[src/rtl/obc_dft_bit_sequencer.sv]
// Bit-serial OBC controller for one 16-point DFT bin: loads 16 samples, issues bit-planes LSB first,
// shift-accumulates the ROM-bank sum. Define OBC_SEQ_ROUND_EN for half-up rounding on shifting updates.
`timescale 1ns/1ps
module obc_dft_bit_sequencer #(
    parameter int DATA_W  = 16,
    parameter int ROM_W   = 32,
    parameter int ROM_LAT = 0,
    localparam int ACC_W  = ROM_W + 2
) (
    input  logic              clk,
    input  logic              rst,
    input  logic              s_valid,
    output logic              s_ready,
    input  logic [DATA_W-1:0] s_data,
    output logic [15:0]       x_bits,
    output logic              x_valid,
    input  logic [ROM_W-1:0]  rom_sum,
    input  logic [ROM_W-1:0]  rom_offset,
    output logic              m_valid,
    input  logic              m_ready,
    output logic [ACC_W-1:0]  m_data,
    output logic              busy,
    output logic [1:0]        dbg_state
);

    // Handshakes: a transfer happens on a rising edge where valid and ready are both high;
    // m_valid/m_data stay stable until that transfer, and rst overrides any transfer.

    localparam int BW = (DATA_W > 1) ? $clog2(DATA_W) : 1;
    localparam logic [BW-1:0] BLAST = BW'(DATA_W - 1);
    localparam logic [1:0]    DLAST = 2'((ROM_LAT > 0) ? ROM_LAT - 1 : 0);

    typedef enum logic [1:0] {LOAD = 2'd0, ISSUE = 2'd1, DRAIN = 2'd2, OUT = 2'd3} state_t;

    state_t                   state;
    logic [DATA_W-1:0]        slot    [16];
    logic [DATA_W-1:0]        slot_in [16];
    logic [3:0]               cnt;
    logic [BW-1:0]            bidx;
    logic [BW-1:0]            bidx_nx;
    logic [1:0]               dcnt;
    logic [15:0]              plane_first;
    logic [15:0]              plane_next;
    logic signed [ACC_W-1:0]  acc;
    logic signed [ACC_W-1:0]  acc_next;
    logic signed [ACC_W-1:0]  rsx;
    logic signed [ACC_W-1:0]  osx;
    logic signed [ACC_W-1:0]  ssum;
    logic signed [ACC_W-1:0]  ssum_r;
    logic                     act_v;
    logic [BW-1:0]            act_b;

    assign dbg_state = state;
    assign bidx_nx   = bidx + BW'(1);

    // The first plane must include the sample being accepted into slot 15 this cycle.
    always_comb begin
        for (int i = 0; i < 16; i++) begin
            slot_in[i] = (state == LOAD && s_valid && cnt == 4'(i)) ? s_data : slot[i];
        end
        plane_first = '0;
        plane_next  = '0;
        for (int i = 0; i < 16; i++) begin
            plane_first[i] = slot_in[i][0];
            plane_next[i]  = slot[i][bidx_nx];
        end
    end

    generate
        if (ROM_LAT == 0) begin : g_nolat
            assign act_v = x_valid;
            assign act_b = bidx;
        end else begin : g_lat
            logic [ROM_LAT-1:0] pv;
            logic [BW-1:0]      pb [ROM_LAT];
            always_ff @(posedge clk) begin
                if (rst) begin
                    pv <= '0;
                    for (int k = 0; k < ROM_LAT; k++) pb[k] <= '0;
                end else begin
                    pv[0] <= x_valid;
                    pb[0] <= bidx;
                    for (int k = 1; k < ROM_LAT; k++) begin
                        pv[k] <= pv[k-1];
                        pb[k] <= pb[k-1];
                    end
                end
            end
            assign act_v = pv[ROM_LAT-1];
            assign act_b = pb[ROM_LAT-1];
        end
    endgenerate

    always_comb begin
        rsx  = {{(ACC_W-ROM_W){rom_sum[ROM_W-1]}}, rom_sum};
        osx  = {{(ACC_W-ROM_W){rom_offset[ROM_W-1]}}, rom_offset};
        ssum = acc + rsx;
`ifdef OBC_SEQ_ROUND_EN
        ssum_r = ssum + {{(ACC_W-1){1'b0}}, ssum[0]};
`else
        ssum_r = ssum;
`endif
        acc_next = acc;
        if (act_v) begin
            if (act_b == BLAST) acc_next = acc - rsx + osx;
            else                acc_next = ssum_r >>> 1;
        end
    end

    always_ff @(posedge clk) begin
        if (rst) begin
            state   <= LOAD;
            cnt     <= '0;
            bidx    <= '0;
            dcnt    <= '0;
            acc     <= '0;
            s_ready <= 1'b1;
            x_bits  <= '0;
            x_valid <= 1'b0;
            m_valid <= 1'b0;
            m_data  <= '0;
            busy    <= 1'b0;
        end else begin
            acc <= acc_next;
            case (state)
                LOAD: begin
                    if (s_valid) begin
                        slot[cnt] <= s_data;
                        cnt       <= cnt + 4'd1;
                        if (cnt == 4'd15) begin
                            state   <= ISSUE;
                            s_ready <= 1'b0;
                            busy    <= 1'b1;
                            x_valid <= 1'b1;
                            x_bits  <= plane_first;
                            bidx    <= '0;
                        end
                    end
                end
                ISSUE: begin
                    if (bidx == BLAST) begin
                        x_valid <= 1'b0;
                        if (ROM_LAT > 0) begin
                            state <= DRAIN;
                            dcnt  <= '0;
                        end else begin
                            state   <= OUT;
                            m_valid <= 1'b1;
                            m_data  <= acc_next;
                        end
                    end else begin
                        bidx   <= bidx_nx;
                        x_bits <= plane_next;
                    end
                end
                DRAIN: begin
                    if (dcnt == DLAST) begin
                        state   <= OUT;
                        m_valid <= 1'b1;
                        m_data  <= acc_next;
                    end else begin
                        dcnt <= dcnt + 2'd1;
                    end
                end
                OUT: begin
                    if (m_ready) begin
                        state   <= LOAD;
                        m_valid <= 1'b0;
                        acc     <= '0;
                        s_ready <= 1'b1;
                        busy    <= 1'b0;
                    end
                end
                default: state <= LOAD;
            endcase
        end
    end

endmodule

[config.mk]
export PLATFORM = sky130hd
export DESIGN_NAME = obc_dft_bit_sequencer
export DESIGN_NICKNAME = d
export VERILOG_FILES = /design/src/rtl/obc_dft_bit_sequencer.sv
export SDC_FILE = /design/constraint.sdc
export NUM_CORES = 1
export LEC_CHECK = 0
export BUFFER_PORTS_ARGS = -buffer_cell sky130_fd_sc_hd__buf_2
export CORE_AREA = 2 2 191 193
export CTS_CLUSTER_DIAMETER = 150
export DETAILED_ROUTE_END_ITERATION = 10
export DIE_AREA = 0 0 193 195
export MAX_ROUTING_LAYER = met4
export PLACE_DENSITY = 0.75
export SLEW_MARGIN = 20
export SYNTH_ARGS = -nofsm -noshare
export SYNTH_HDL_FRONTEND = slang
export SYNTH_SLANG_ARGS = --single-unit
[constraint.sdc]
create_clock -name clk -period 4 [get_ports clk]
set_input_delay 0.4 -clock clk [delete_from_list [all_inputs] [get_ports clk]]
set_output_delay 0.4 -clock clk [all_outputs]
set_load 0.02 [all_outputs]
Yosys cells after proc, flatten, opt, wreduce, memory -nomap -nowiden
Memories as Yosys holds them, arrays and structs flattened.
Index checks and enable logic that the tools add are counted.
{"block": "classes", "addsub": 6, "order_cmp": 1, "n_eq_ne": 25, "muxes": 86, "bitwise": 1, "reduce_logical": 32}
{"cell": "$mux W34", "n": 6}
{"cell": "$add A34 B32 Y34", "n": 2}
{"cell": "$pmux W34 S2", "n": 1}
{"cell": "$bmux W1 S4", "n": 16}
{"cell": "$mux W16", "n": 3}
{"cell": "$mux W1", "n": 45}
{"cell": "$eq A4 B4 Y1 const B", "n": 9}
{"cell": "$sub A34 B32 Y34", "n": 1}
{"cell": "$pmux W16 S2", "n": 1}
{"cell": "$logic_and A1 B1 Y1", "n": 17}
{"cell": "$eq A4 B3 Y1 const B", "n": 4}
{"cell": "$reduce_and A4 Y1", "n": 4}
{"cell": "$mux W4", "n": 3}
{"cell": "$mux W2", "n": 5}
{"cell": "$ne A2 B2 Y1 const B", "n": 5}
{"cell": "$add A4 B1 Y4 const B", "n": 2}
{"cell": "$eq A4 B2 Y1 const B", "n": 2}
{"cell": "$pmux W2 S4", "n": 1}
{"cell": "$pmux W4 S2", "n": 1}
{"cell": "$pmux W1 S2", "n": 3}
{"cell": "$reduce_bool A2 Y1", "n": 3}
{"cell": "$lt A4 B5 Y1 const B", "n": 1}
{"cell": "$reduce_and A5 Y1", "n": 1}
{"cell": "$eq A2 B2 Y1 const B", "n": 2}
{"cell": "other kinds (11)", "n": 13}
{"block": "word_totals", "reg_bits": 100, "mem_bits_rw": 256, "output_inout_bits": 56, "word_cells": 163, "mem_count": 1}
{"memory": "slot", "depth": 16, "word_bits": 16, "rd": 16, "rd_clocked_by_memory_dff": 0, "write_ports": 1, "line": "36", "text": "logic [DATA_W-1:0] slot [16];"}

Logic depth before layout (Yosys ltp)
{"block": "depth", "word_depth": 7, "ltp_mapped": 14, "depth_no_buf": 14}

Worst setup path after synthesis
No wires, ideal clock.
{"block": "synth_timing", "path_kind": "input to register", "from": "input port rom_offset[20]", "to": "register m_data[30]", "setup_ns": 0.129, "arrival_time_ns": 3.083, "required_ns": 3.871, "setup_slack_ns": 0.788, "path_stages": 12, "path_cell_list": "inv_1 > fa_1 > inv_1 > ha_1 > a21oi_1 > o211ai_1 > a221o_1 > a221oi_1 > a21oi_1 > or3_1 > a21oi_2 > o41ai_2"}
{"block": "synth_via", "elab_chain_len": 5, "elab_cells_between_ends": 6}
{"item": "start, declared", "line": "18", "text": "input logic [ROM_W-1:0] rom_offset,"}
{"item": "$add A34 B32 Y34 *", "line": "105", "text": "if (act_b == BLAST) acc_next = acc - rsx + osx;"}
{"item": "$mux W34 *", "line": "105"}
{"item": "$mux W34 *", "line": "104", "text": "if (act_v) begin"}
{"item": "$mux W34 (on tied branches)", "line": "157, 141"}
{"item": "$pmux W34 S2 *", "line": "125", "text": "case (state)"}
{"item": "end signal, assigned", "line": "149", "text": "m_data <= acc_next;"}
{"item": "end signal, assigned", "line": "160", "text": "m_data <= acc_next;"}
{"item": "end, declared", "line": "21", "text": "output logic [ACC_W-1:0] m_data,"}
Mark *: on every way between the ends. The rest lies on a longest branch, timed or not. The select of a mux whose other input is x is not followed.
A chain may end at the register's enable or synchronous reset.

Worst setup path after layout
{"block": "layout_timing", "from": "register acc[7]", "to": "register m_data[31]"}
{"block": "layout_via", "elab_chain_len": 6, "elab_cells_between_ends": 8}
{"item": "start, declared", "line": "44", "text": "logic signed [ACC_W-1:0] acc;"}
{"item": "start signal, assigned", "line": "124", "text": "acc <= acc_next;"}
{"item": "$sub A34 B32 Y34", "line": "105"}
{"item": "$add A34 B32 Y34", "line": "105"}
{"item": "$mux W34 *", "line": "105"}
{"item": "$mux W34 *", "line": "104"}
{"item": "$mux W34 (on tied branches)", "line": "157, 141"}
{"item": "$pmux W34 S2 *", "line": "125"}
Marks and branches as above.

==> impl_metrics.tcl <==
set metrics [dict create \
    fmax_mhz 269.9 \
    fin_skew_ns 0.02805 \
    status "complete, no violations" \
    cts_hold_buf 0 \
    grt.busiest_layer "met2" \
    yosysTopAreaCellShare_pct 39.73 \
    synth_cells 1667 \
    grt.total_usage_pct 28.98 \
    routed_wirelength_mm 52.39 \
    r2r_start "acc[7]" \
    cts_sinks 356 \
    cts_resized 0 \
    cp_max_fo 7 \
    cts_buffers 38 \
    finalSetupTns_ns 0 \
    grt_overflow 0 \
    rows 69 \
    start_util_pct 54.66 \
    finalHoldViolCount 0 \
    drtPass1Iterations 5 \
    synth_cell_types 84 \
    slew_headroom_pct 30.96 \
    synth_area_leader_cell "edfxtp_1" \
    drv_slew 0 \
    die_w_um 193 \
    power_density_nw_per_um2 385.3 \
    hp-start "m_ready" \
    drive_gt1_share_pct 18.85 \
    grt_use_met3_pct 4.637 \
    die_h_um 195 \
    netlist_top_cells_count "edfxtp_1 (256), inv_1 (152), nand2_1 (131), nor2_1 (120), a21oi_1 (115)" \
    maxCapViolations 0 \
    core-area_um2 35400 \
    startpoint "acc[7]" \
    postSynth.asyncResetShare_pct 0 \
    ios 140 \
    clk_pin_slew_ns 0.06 \
    ir_drop_uv 369.7 \
    criticalPathCategory "reg -> reg" \
    fin_nets 2005 \
    ys_seq_elements 356 \
    worstSetupStartpointType "register" \
    clkLatencyLatePin_ns 0.56 \
    tightest_slew_ns 1.036 \
    period_needed_ns 3.705 \
    via_count 14150 \
    hold_class "in -> reg" \
    synth.avg_cell_area_um2 11.61 \
    timing.final.crit_share_pct 92.61 \
    dpl.hpwl_mm 35.37 \
    met2_usage_pct 45.53 \
    die_area_um2 37640 \
    syn_nets 1865 \
    rsz0062_at_grt "no" \
    synth_warnings 0 \
    num-fill-cells 2811 \
    use_met1_pct 38.86 \
    synth_area_um2 19350 \
    grt_pass1_vias 14080 \
    crit_arrival_ns 4.17 \
    synth_edf_count 256 \
    syn2layout_area_growth_pct 13.35 \
    vias_per_cell 6.156 \
    postLayoutCoreUtil_pct 61.95 \
    drt-initial-drc-count 1295 \
    setup_viol 0 \
    ys_seq_area_share_pct 50.08 \
    grt_pass1_wl_mm 80.39 \
    antenna_found_initial 2 \
    required_ns 4.46 \
    synth-main-ff-cell "edfxtp_1" \
    leakage_uw 0.008342 \
    io_buffers 139 \
    drc 0 \
    cts.path.max_buffers 3 \
    cts_tree "done" \
    grt_max_degree 72 \
    synth_area_leaders "edfxtp_1 (40%), dfxtp_1 (10%), mux4_2 (9.3%)" \
    h-tree-depth 2 \
    clockRootBuffer "clkbuf_16" \
    end_kind "register" \
    postCtsSetupBuffers 0 \
    wl_per_cell_um 22.79 \
    gp_congestion 0.9759 \
    synth_most_common_cell "edfxtp_1" \
    postRouteAntennaNets 0 \
]
[through the flow]
step / area (um^2) / total power [uW] / cells / worst slack, ns / hold WS (ns)
finish: 21930 / 8449 / 2299 / 0.2955 / 0.2506
global route: 21930 / 8725 / 2299 / 0.06250 / 0.2768
CTS: 21910 / 8486 / 2297 / 0.3507 / 0.2322
detailed placement: 20610 / 4828 / 2228 / 0.2279 / 0.4415
global placement: 20610 / 4812 / 2228 / 0.3285 / 0.4396
floorplan: 19350 / 4550 / 1667 / 0.7880 / 0.4844
[cell families (layout without fill, tap and decap cells)]
family | Yosys count | count (layout) | synth area share [%]
other | 0 | 2 | 0
AO/OA/AOI/OAI | 384 | 384 | 13.08
XOR/XNOR | 39 | 39 | 1.766
AND/OR/NAND/NOR | 432 | 432 | 10.49
flip-flops | 356 | 356 | 50.08
adder cells (fa/ha/maj) | 114 | 114 | 8.692
multiplexers | 112 | 112 | 10.97
buffers and inverters | 230 | 399 | 4.915
[worst max-delay path: stages (launching register included)]
cell       delay (ns)
dfxtp_1          0.41
inv_1            0.08
fa_1             0.49
inv_1            0.06
ha_1             0.39
nand2_1          0.13
o21a_1           0.18
o21ai_0          0.25
o2111ai_1        0.32
a2111oi_0        0.74
mux2i_1          0.25
nand2_1          0.08
o31ai_1          0.24
[registers in the layout, indices dropped and copies added (netlist names)]
register	count
slot	256
acc	34
m_data	34
x_bits	16
act_b	4
cnt	4
dbg_state	2
dcnt	2
busy	1
m_valid	1
s_ready	1
x_valid	1
[final timing paths]
check	end	slack [ns]	cells after the start
min reg2reg	x_bits[1]	0.45	2
max reg2reg	m_data[31]	0.30	12
min	busy	0.25	4
max	m_data[31]	0.30	12
[final cells by class]
type / count / area, um^2 / share of cell area, %
inverters: 153 / 574.3 / 2.619
diodes: 2 / 5.005 / 0.02282
well taps: 461 / 576.8 / 2.630
flip-flops and latches: 356 / 9694 / 44.21
repair buffers: 177 / 1018 / 4.644
clock inverters: 21 / 299.0 / 1.364
multi-input cells: 1081 / 8763 / 39.96
clock buffers: 48 / 998.5 / 4.553
[per-layer routing]
metal  wire, um  part of all wire, %
met5          0                    0
met4       1544                  2.9
met3       4236                  8.1
met2      24870                   47
met1      21730                   41
[cells in the final DEF, fill, tap and decap left out, drive strengths merged, types with 13 or more instances in the layout]
| cell | count |
|---|---|
| buf | 177 |
| a211oi | 21 |
| nor3 | 38 |
| a21o | 30 |
| o21ai | 89 |
| a21oi | 116 |
| nand2 | 131 |
| clkbuf | 48 |
| or3 | 17 |
| o211ai | 15 |
| fa | 34 |
| o21a | 18 |
| nand3 | 44 |
| nand4 | 15 |
| xor2 | 14 |
| inv | 154 |
| xnor2 | 25 |
| dfxtp | 100 |
| a31oi | 20 |
| mux4 | 80 |
| edfxtp | 256 |
| ha | 80 |
| mux2i | 31 |
| clkinv | 13 |
| nor2 | 120 |
[where the power goes]
group | switching [uW] | internal [uW] | leakage, uW
Combinational | 510 | 282 | 0.00460
Clock | 1500 | 2180 | 0.000628
Sequential | 8.34 | 3970 | 0.00311
Total | 2020 | 6430 | 0.00834
Note: power is estimated with default switching activity, not from simulation.
